===== src/rtl/pretrig_test_pulser_if.sv =====
// Control and hit-output bundle for the pre-trigger test pulser.
// The master drives the test controls. The slave (the pulser) returns the synthetic hits and frame status.
interface pretrig_test_pulser_if #(
    parameter int NUM_CH     = 16,
    parameter int SIZE_DELAY = 8
);
    logic                  test_enable;
    logic                  test_rate;
    logic                  test_overlay;
    logic [SIZE_DELAY-1:0] test_delay;
    logic [NUM_CH-1:0]     ch_mask;
    logic [NUM_CH-1:0]     test_hits;
    logic                  test_strobe;
    logic                  busy;
    logic [15:0]           frame_count;

    modport master (
        output test_enable, test_rate, test_overlay, test_delay, ch_mask,
        input  test_hits, test_strobe, busy, frame_count
    );

    modport slave (
        input  test_enable, test_rate, test_overlay, test_delay, ch_mask,
        output test_hits, test_strobe, busy, frame_count
    );
endinterface


===== src/rtl/pretrig_test_pulser.sv =====
// Synthetic framed hit source for the pre-trigger test path: an A pulse, an optional delayed B pulse, and a frame strobe.
// Optional B-start jitter from a 16-bit LFSR is enabled by defining PRETRIG_TEST_JITTER_EN.
module pretrig_test_pulser #(
    parameter int NUM_CH      = 16,
    parameter int SIZE_DELAY  = 8,
    parameter int PULSE_WIDTH = 4,
    parameter int PERIOD_FAST = 300,
    parameter int PERIOD_SLOW = 1000
) (
    input  logic                   clk,
    input  logic                   reset,
    pretrig_test_pulser_if.slave   bus
);
`ifdef PRETRIG_TEST_JITTER_EN
    localparam int JITTER_MAX = 3;
`else
    localparam int JITTER_MAX = 0;
`endif
    localparam int MIN_PERIOD = (2 ** SIZE_DELAY) + PULSE_WIDTH + 1 + JITTER_MAX;
    localparam logic [15:0] LAST_FAST = 16'(PERIOD_FAST - 1);
    localparam logic [15:0] LAST_SLOW = 16'(PERIOD_SLOW - 1);
    localparam logic [15:0] PW_16     = 16'(PULSE_WIDTH);

    generate
        if ((PERIOD_FAST < MIN_PERIOD) || (PERIOD_SLOW < MIN_PERIOD) ||
            (PULSE_WIDTH < 1) || (PULSE_WIDTH > 15)) begin : g_param_check
            $error("pretrig_test_pulser: period or pulse width out of range");
        end
    endgenerate

    typedef enum logic [0:0] {
        IDLE = 1'b0,
        RUN  = 1'b1
    } state_t;

    state_t                r_state;
    state_t                w_state_next;
    logic [15:0]           r_f;
    logic [15:0]           w_f_next;
    logic                  w_start;
    logic                  r_rate;
    logic                  r_overlay;
    logic [SIZE_DELAY-1:0] r_delay;
    logic [NUM_CH-1:0]     r_mask;
    logic                  w_rate_next;
    logic                  w_overlay_next;
    logic [SIZE_DELAY-1:0] w_delay_next;
    logic [NUM_CH-1:0]     w_mask_next;
    logic [1:0]            w_j_next;
    logic [15:0]           w_b_start;
    logic                  w_a;
    logic                  w_b;
    logic                  w_run;
    logic [15:0]           r_frame_count;
    logic [NUM_CH-1:0]     r_hits;
    logic                  r_strobe;
    logic                  r_busy;

`ifdef PRETRIG_TEST_JITTER_EN
    // Fibonacci LFSR for x^16+x^14+x^13+x^11+1, shifting toward bit 0.
    function automatic logic [15:0] lfsr_step(input logic [15:0] v);
        logic fb;
        fb = v[0] ^ v[2] ^ v[3] ^ v[5];
        return {fb, v[15:1]};
    endfunction

    logic [15:0] r_lfsr;
    logic [15:0] w_lfsr_next;
    logic [1:0]  r_j;

    // Jitter source: advances once per frame start, and the new value supplies j for that frame.
    always_comb begin
        w_lfsr_next = r_lfsr;
        if (w_start) begin
            w_lfsr_next = lfsr_step(r_lfsr);
        end else begin
            w_lfsr_next = r_lfsr;
        end
        w_j_next = w_start ? w_lfsr_next[1:0] : r_j;
    end

    // LFSR state and the j value latched for the current frame.
    always_ff @(posedge clk or negedge reset) begin
        if (!reset) begin
            r_lfsr <= 16'hACE1;
            r_j    <= 2'd0;
        end else begin
            r_lfsr <= w_lfsr_next;
            r_j    <= w_j_next;
        end
    end
`else
    assign w_j_next = 2'd0;
`endif

    // Next state, frame counter and frame-start latch selection.
    always_comb begin
        w_state_next = r_state;
        w_f_next     = r_f;
        w_start      = 1'b0;
        case (r_state)
            IDLE: begin
                if (bus.test_enable) begin
                    w_state_next = RUN;
                    w_start      = 1'b1;
                    w_f_next     = 16'd0;
                end else begin
                    w_state_next = IDLE;
                end
            end
            RUN: begin
                if (r_f == (r_rate ? LAST_FAST : LAST_SLOW)) begin
                    w_f_next = 16'd0;
                    if (bus.test_enable) begin
                        w_start = 1'b1;
                    end else begin
                        w_state_next = IDLE;
                    end
                end else begin
                    w_f_next = r_f + 16'd1;
                end
            end
            default: begin
                w_state_next = IDLE;
                w_f_next     = 16'd0;
            end
        endcase
        w_rate_next    = w_start ? bus.test_rate    : r_rate;
        w_overlay_next = w_start ? bus.test_overlay : r_overlay;
        w_delay_next   = w_start ? bus.test_delay   : r_delay;
        w_mask_next    = w_start ? bus.ch_mask      : r_mask;
    end

    // Pulse decode on the upcoming frame cycle, so the registered outputs line up with f.
    always_comb begin
        w_run     = (w_state_next == RUN);
        w_b_start = 16'(w_delay_next) + 16'(w_j_next);
        w_a       = (w_f_next < PW_16);
        w_b       = w_overlay_next && (w_f_next >= w_b_start) && (w_f_next < (w_b_start + PW_16));
    end

    // State, frame position, per-frame latches and registered outputs.
    always_ff @(posedge clk or negedge reset) begin
        if (!reset) begin
            r_state       <= IDLE;
            r_f           <= 16'd0;
            r_rate        <= 1'b0;
            r_overlay     <= 1'b0;
            r_delay       <= {SIZE_DELAY{1'b0}};
            r_mask        <= {NUM_CH{1'b0}};
            r_frame_count <= 16'd0;
            r_hits        <= {NUM_CH{1'b0}};
            r_strobe      <= 1'b0;
            r_busy        <= 1'b0;
        end else begin
            r_state       <= w_state_next;
            r_f           <= w_f_next;
            r_rate        <= w_rate_next;
            r_overlay     <= w_overlay_next;
            r_delay       <= w_delay_next;
            r_mask        <= w_mask_next;
            r_frame_count <= w_start ? (r_frame_count + 16'd1) : r_frame_count;
            r_hits        <= w_run ? (w_mask_next & {NUM_CH{w_a | w_b}}) : {NUM_CH{1'b0}};
            r_strobe      <= w_start;
            r_busy        <= w_run;
        end
    end

    assign bus.test_hits   = r_hits;
    assign bus.test_strobe = r_strobe;
    assign bus.busy        = r_busy;
    assign bus.frame_count = r_frame_count;
endmodule


===== src/flat_wrapper.sv =====
// flat-port wrapper written by rule: the top's interface ports become plain ports
module pretrig_test_pulser_flat 
#(
    parameter int NUM_CH      = 16,
    parameter int SIZE_DELAY  = 8,
    parameter int PULSE_WIDTH = 4,
    parameter int PERIOD_FAST = 300,
    parameter int PERIOD_SLOW = 1000
)
  (clk, reset, bus_test_enable, bus_test_rate, bus_test_overlay, bus_test_delay, bus_ch_mask, bus_test_hits, bus_test_strobe, bus_busy, bus_frame_count);
  pretrig_test_pulser_if #(.NUM_CH(NUM_CH), .SIZE_DELAY(SIZE_DELAY)) bus_i ();
  input  logic clk;
  input  logic reset;
  input wire logic [$bits(bus_i.test_enable)-1:0] bus_test_enable;
  input wire logic [$bits(bus_i.test_rate)-1:0] bus_test_rate;
  input wire logic [$bits(bus_i.test_overlay)-1:0] bus_test_overlay;
  input wire logic [$bits(bus_i.test_delay)-1:0] bus_test_delay;
  input wire logic [$bits(bus_i.ch_mask)-1:0] bus_ch_mask;
  output wire logic [$bits(bus_i.test_hits)-1:0] bus_test_hits;
  output wire logic [$bits(bus_i.test_strobe)-1:0] bus_test_strobe;
  output wire logic [$bits(bus_i.busy)-1:0] bus_busy;
  output wire logic [$bits(bus_i.frame_count)-1:0] bus_frame_count;
  assign bus_i.test_enable = bus_test_enable;
  assign bus_i.test_rate = bus_test_rate;
  assign bus_i.test_overlay = bus_test_overlay;
  assign bus_i.test_delay = bus_test_delay;
  assign bus_i.ch_mask = bus_ch_mask;
  assign bus_test_hits = bus_i.test_hits;
  assign bus_test_strobe = bus_i.test_strobe;
  assign bus_busy = bus_i.busy;
  assign bus_frame_count = bus_i.frame_count;
  pretrig_test_pulser #(.NUM_CH(NUM_CH), .SIZE_DELAY(SIZE_DELAY), .PULSE_WIDTH(PULSE_WIDTH), .PERIOD_FAST(PERIOD_FAST), .PERIOD_SLOW(PERIOD_SLOW)) u_core (.clk(clk), .reset(reset), .bus(bus_i));
endmodule

===== config.mk =====
export PLATFORM = sky130hd
export DESIGN_NAME = pretrig_test_pulser_flat
export DESIGN_NICKNAME = d
export VERILOG_FILES = /design/src/rtl/pretrig_test_pulser_if.sv /design/src/rtl/pretrig_test_pulser.sv /design/src/flat_wrapper.sv
export SDC_FILE = /design/constraint.sdc
export NUM_CORES = 1
export LEC_CHECK = 0
export CAP_MARGIN = 20
export CORE_MARGIN = 2
export CORE_UTILIZATION = 35
export CTS_BUF_LIST = sky130_fd_sc_hd__clkbuf_8
export CTS_CLUSTER_DIAMETER = 200
export DETAILED_ROUTE_END_ITERATION = 8
export PLACE_DENSITY = 0.61
export SLEW_MARGIN = 30
export SYNTH_ARGS = -nofsm -noshare
export SYNTH_HDL_FRONTEND = slang
export SYNTH_SLANG_ARGS = --single-unit

===== constraint.sdc =====
create_clock -name clk -period 4.95 [get_ports clk]
set_clock_uncertainty 0.05 [all_clocks]
set_input_delay 1.2375 -clock clk [delete_from_list [all_inputs] [get_ports clk]]
set_output_delay 1.2375 -clock clk [all_outputs]
set_load 0.01 [all_outputs]

==> results.toml, run 1 <==
[power]
p_seq_frac = 0.553
leakage_nw = 2.158
max-vdd-ir-drop_mv = 0.1001
powerDensity_nw_per_um2 = 228.7
pwr-share-comb = 0.032
intPower_w = 0.0008713
power.share.switching = 0.2237
pwr-share-clk = 0.416
switchingPower_w = 0.0002511

[cells_and_area]
diodes = 0
fin_area_um2 = 4907
nets = 480
syn_to_final_growth_pct = 23.88
seq_area_um2 = 1902
multi_input_area_um2 = 1889
nFillCells = 1043
drive_gt1_frac = 0.1227

[worst_setup_path]
critical_path_class = "primary input to flip-flop"
cp.required_ps = 5090
rrSetupSlack_ps = 720
startpoint_type = "primary input"
worst-path-max-fanout = 16
r2r_start = "u_core.r_f[0]"
end_kind = "flip-flop"
worst_ep_arrival_time_ps = 4570
r2r-end = "u_core.bus.test_hits[1]"
r2r_cells = 19
crit_path_start = "bus_test_enable"
crit_end = "u_core.bus.test_hits[1]"

[die]
die-area_um2 = 12180
dieWidth_um = 110.4
coreArea_um2 = 10940
die_h_um = 110.4
start_util = 0.3622
pin_count = 63
rows = 38

[outcome]
status = "completed"

[global_routing]
antenna_found_initial = 0
grt_pass1_vias = 3091
grt_max_degree = 77
globalRouteOverflowTotal = 0
grt_usage = 0.1641
grt_pass1_wl_mm = 15.41

[cts]
cts_max_level = 3
cts_root_buf = "clkbuf_8"
clkSinkCount = 76
cts_buffer_depth = 2
ctsHoldBuffers = 0
cts_tree = "done"
path_clk_slew_ps = 80
clk_latency_ps = 350
cts_resized = 0
post_cts_buffers = 0
cts_buffers = 9

[sta]
slew_violations = 0
setup_tns_ps = 0
rsz0062_at_grt = "no"
clock.fmax_ghz = 0.2257
tightest_slew_ps = 754.2
fin_ws_ps = 518.9
fin_crit_sh = 0.8952
hold_ws_ps = 426.1
finalCriticalPeriod_ps = 4431
hold_viol = 0
max_slew_margin = 0.4972
setup_viol_count_final = 0

[drt]
ant_nets = 0
wl_mm = 9.266
vias_per_cell = 5.272
post_drt_wl_per_cell_um = 15.98
num_vias = 3058
drt_iter0_drc = 166
drc = 0
dr.pass1.iters = 4

[synth]
synth_area_um2 = 3961
avgSynthCellArea_um2 = 10.56
ys_seq_elements = 76
synth_top_area_share = 0.4801
ys.flop_type = "dfrtp_1"
ys_warn_count = 0
ys_async_sr_fraction = 1.000
yosysSeqAreaShare = 0.4801
yosysTopAreaCell = "dfrtp_1"
synth_nets = 420
ys_types = 58
yosys-top-cells-area = "dfrtp_1 (48%), ha_1 (5.1%), mux2_2 (4.8%)"
synth_edf_count = 0
netlist_instances = 375

[min_path]
worstHoldPathType = "flip-flop to flip-flop"
whs_path_depth = 1

[placed_design]
place_area_um2 = 4712
port_buffers = 62
place.gp.congestion = 0.8463
hpwlAfterDp_mm = 6.693
dp_slack_ps = 168.4

[flow_run]
cap_violations = 0
## synthesized netlist by cell type (2+ instances only)
| cell type | count |
|---|---|
| dfrtp_1 | 76 |
| and4_1 | 3 |
| and2_1 | 3 |
| o31ai_1 | 7 |
| xnor2_1 | 12 |
| a211oi_1 | 3 |
| o21a_1 | 2 |
| nand4_1 | 26 |
| inv_1 | 15 |
| nor3_1 | 7 |
| buf_4 | 4 |
| or3_1 | 2 |
| nor4_1 | 4 |
| mux2i_1 | 6 |
| o21bai_1 | 2 |
| buf_2 | 8 |
| nand2_1 | 28 |
| clkbuf_1 | 7 |
| o21ai_0 | 18 |
| nor2_1 | 10 |
| or2_2 | 2 |
| a21o_1 | 2 |
| nand3_1 | 17 |
| xor2_1 | 12 |
| ha_1 | 16 |
| and3_1 | 6 |
| mux2_2 | 17 |
| a21oi_1 | 24 |
| nand2b_1 | 6 |
| o211ai_2 | 2 |
## worst min path at each step
stage                                     startpoint                         end  slack, ps
after CTS                          u_core.r_delay[7]           u_core.r_delay[7]        440
after detailed placement           u_core.r_delay[7]           u_core.r_delay[7]        410
after floorplan                    u_core.r_delay[7]           u_core.r_delay[7]        390
final                     u_core.bus.frame_count[15]  u_core.bus.frame_count[15]        430
after global routing      u_core.bus.frame_count[12]  u_core.bus.frame_count[12]        460
after global placement    u_core.bus.frame_count[15]  u_core.bus.frame_count[15]        410
## power by group through the flow
| stage | logic [W] | clock network (W) | registers, W |
|---|---|---|---|
| floorplan | 0.000000458 | 0 | 0.000633 |
| global placement | 0.0000362 | 0 | 0.000633 |
| CTS | 0.0000365 | 0.000480 | 0.000620 |
| detailed placement | 0.0000366 | 0 | 0.000633 |
| finish | 0.0000354 | 0.000467 | 0.000620 |
| global route | 0.0000397 | 0.000506 | 0.000620 |
## logic make-up (layout without fill, tap and decap cells)
family / count (synthesis) / after routing / share of synthesized area
DFF: 76 / 76 / 0.4801
buffers and inverters: 36 / 101 / 0.04296
adders and majority gates: 16 / 16 / 0.05054
and+or+nand+nor: 123 / 123 / 0.1740
AOI/OAI and AO/OA: 76 / 76 / 0.1323
muxes: 24 / 24 / 0.06696
xor gates and xnor gates: 24 / 24 / 0.05306
## worst max-delay path: stages
cell             delay, ps
clkdlybuf4s50_1        590
nand2_4                130
inv_4                  150
mux2i_1                340
inv_1                  140
ha_1                   240
nand3_1                110
xnor2_1                 80
ha_1                   300
o2111ai_1              110
o31ai_1                350
buf_4                  180
nor3_4                  50
a311oi_4               310
buf_12                 180
a21oi_1                 70
## registers in the layout, indices dropped and copies added, names as in the netlist
signal	flops
u_core.bus.frame_count	16
u_core.bus.test_hits	16
u_core.bus.test_strobe	1
u_core.r_delay	8
u_core.r_f	16
u_core.r_mask	16
u_core.r_overlay	1
u_core.r_rate	1
u_core.r_state	1
## layout make-up
class                           count  area share
Inverter                           16     0.01275
Tap cell                          140     0.03570
Sequential cell                    76      0.3876
Clock buffer                        9     0.02524
Clock inverter                      7     0.01377
Timing Repair Buffer               69      0.1400
Multi-Input combinational cell    263      0.3850
## per-layer routing
layer	wire (um)	vias to the layer above	share of wire	GRT usage
li1	-	1486	-	-
met1	4221	1480	0.46	0.2199
met2	4533	81	0.49	0.2669
met3	387	11	0.042	0.03175
met4	124	0	0.013	0.05536
met5	0	-	0	0
## per-stage QoR
step / util / cells / total power [W]
after global routing: 0.4487 / 580 / 0.001166
after detailed placement: 0.4309 / 564 / 0.0006692
after global placement: 0.4309 / 564 / 0.0006688
final: 0.4487 / 580 / 0.001122
after floorplan: - / 375 / 0.0006333
after CTS: 0.4484 / 580 / 0.001137
## cells in the final DEF, fill, tap and decap left out, types with 6 or more instances in the layout
cell type / synthesis / layout
buf_4: 4 / 6
o21ai_0: 18 / 18
nor3_1: 7 / 7
ha_1: 16 / 16
xor2_1: 12 / 12
o31ai_1: 7 / 7
mux2_2: 17 / 17
mux2i_1: 6 / 6
dfrtp_1: 76 / 76
xnor2_1: 12 / 12
nand3_1: 17 / 17
clkdlybuf4s50_1: 0 / 61
nor2_1: 10 / 10
inv_1: 15 / 17
nand4_1: 26 / 26
clkbuf_8: 0 / 9
nand2_1: 28 / 28
nand2b_1: 6 / 6
a21oi_1: 24 / 24
and3_1: 6 / 6
Note: power is estimated with default switching activity, not from simulation.
==> inputs of run 2 (changes only) <==
Settings changed: CTS_CLUSTER_DIAMETER 200 to 60.
Clock period 4.95 ns to 4.5 ns, I/O delays scaled along.
==> results.toml, run 2 (same netlist as run 1, synthesis figures left out) <==
[die]
die-area_um2 = 12180
die_h_um = 110.4
coreArea_um2 = 10940
rows = 38
dieWidth_um = 110.4
pin_count = 63
start_util = 0.3622

[min_path]
worstHoldPathType = "flip-flop to flip-flop"
hp-start = "u_core.bus.frame_count[15]"

[global_routing]
antenna_found_initial = 0
grt_pass1_wl_mm = 15.41
grt_pass1_vias = 3061
grt_max_degree = 77
globalRouteOverflowTotal = 0
grt_usage = 0.1661

[power]
powerDensity_nw_per_um2 = 243.7
switchingPower_w = 0.0002688
pwr-share-clk = 0.409
intPower_w = 0.0009513
power.share.switching = 0.2203
pwr-share-comb = 0.032
leakage_nw = 2.207
p_seq_frac = 0.559
max-vdd-ir-drop_mv = 0.1620

[sta]
slew_violations = 0
clock.fmax_ghz = 0.2428
tightest_slew_ps = 700.1
hold_viol = 0
rsz0062_at_grt = "no"
fin_crit_sh = 0.9153
finalCriticalPeriod_ps = 4119
max_slew_margin = 0.5332
setup_tns_ps = 0
setup_viol_count_final = 0

[drt]
post_drt_wl_per_cell_um = 15.97
vias_per_cell = 5.346
drt_iter0_drc = 126
ant_nets = 0
dr.pass1.iters = 4
num_vias = 3154
wl_mm = 9.423
drc = 0

[worst_setup_path]
cp_common_cell = "buf_4"
worst-path-max-fanout = 16
r2r_start = "u_core.r_f[0]"
crit_slowest_cell = "clkdlybuf4s50_1"
crit_path_start = "bus_test_enable"
startpoint_type = "primary input"
end_kind = "flip-flop"
critical_path_class = "primary input to flip-flop"
cpPeakStageDelay_ps = 570
worst_ep_arrival_time_ps = 4340
cp.required_ps = 4720
crit_chain = "clkdlybuf4s50_1, nand2_4, inv_4, buf_12, mux2i_1, inv_1, buf_4, nand3_1, xnor2_1, ha_1, a21o_1, a21oi_1, o31ai_1, buf_4, nor3_4, buf_4, o211ai_4, a21oi_1"

[flow_run]
cap_violations = 0

[cts]
cts_buffer_depth = 2
cts_buffers = 9
cts_root_buf = "clkbuf_8"
clk_latency_ps = 350
clkSinkCount = 76
cts_max_level = 3
ctsHoldBuffers = 0
path_clk_slew_ps = 80
cts_tree = "done"

[cells_and_area]
mostFrequentLayoutCells = "dfrtp_1 (76), clkdlybuf4s50_1 (61), nand2_1 (28), nand4_1 (26), a21oi_1 (24)"
layout_commonest_cell = "dfrtp_1"
fin_area_um2 = 5007
seq_area_um2 = 1902
nets = 490
drive_gt1_frac = 0.1467
diodes = 0
nFillCells = 1046
syn_to_final_growth_pct = 26.41
fin_cells = 590
multi_input_area_um2 = 1898

[placed_design]
port_buffers = 62
place_area_um2 = 4780
hpwlAfterDp_mm = 6.742
dpl.cell_count = 573
place.gp.congestion = 0.9180

[outcome]
status = "completed"
run 2: cell count changes in the layout (fill, tap and decap cells not counted), sizes merged:
cell,delta
bufinv,-1
buf,+10
inv,-2
clkbuf,+3
run 2: worst max-delay path, delay by kind of cell:
| kind | cells | cell delay [ps] |
|---|---|---|
| fa+ha+maj | 1 | 260 |
| compound gates | 5 | 790 |
| xor+xnor | 1 | 120 |
| simple gates | 3 | 360 |
| buf+inv | 7 | 1410 |
| mux | 1 | 270 |
run 2: final timing paths:
kind | slack, ps | cells after the start | end
min | 420 | 1 | u_core.bus.frame_count[15]
max | 380 | 18 | u_core.bus.test_hits[5]
max in group asynchronous | 3190 | 1 | u_core.bus.frame_count[0]
min reg2reg | 420 | 1 | u_core.bus.frame_count[15]
min in group asynchronous | 730 | 1 | u_core.r_overlay
max reg2reg | 410 | 21 | u_core.bus.test_hits[5]
run 2: area by class of cell:
| type | instances | share of cell area |
|---|---|---|
| inverters | 16 | 0.01249 |
| clock buffers | 12 | 0.03298 |
| well taps | 140 | 0.03498 |
| flip-flops and latches | 76 | 0.3798 |
| clock inverters | 4 | 0.005997 |
| repair buffers | 79 | 0.1547 |
| multi-input cells | 263 | 0.3791 |
run 2: through the flow:
step | util | hold WS [ps] | setup WS [ps] | total power [W]
global placement | 0.4371 | 405.3 | -161.4 | 0.0007355
global route | 0.4579 | 432.0 | 154.2 | 0.001275
CTS | 0.4549 | 425.5 | 107.8 | 0.001242
floorplan | - | 390.7 | 433.8 | 0.0006966
finish | 0.4579 | 419.3 | 381.2 | 0.001220
detailed placement | 0.4371 | 411.1 | -280.8 | 0.0007358
run 2: power groups by stage:
stage	sequential (W)	combinational, W	clock [W]
after global routing	0.000682	0.0000430	0.000550
after floorplan	0.000696	0.000000504	0
after CTS	0.000682	0.0000399	0.000520
final	0.000682	0.0000387	0.000499
after global placement	0.000696	0.0000396	0
after detailed placement	0.000696	0.0000399	0
run 2: layer usage:
layer | GRT usage | share of wire
met5 | 0 | 0
met4 | 0.07143 | 0.021
met3 | 0.03351 | 0.049
met2 | 0.2590 | 0.47
met1 | 0.2247 | 0.46
run 2: repair_timing:
item,4_1_cts,5_1_grt
resized for setup,0,1
buffers inserted,0,1
endpoints found under the setup margin,0,16
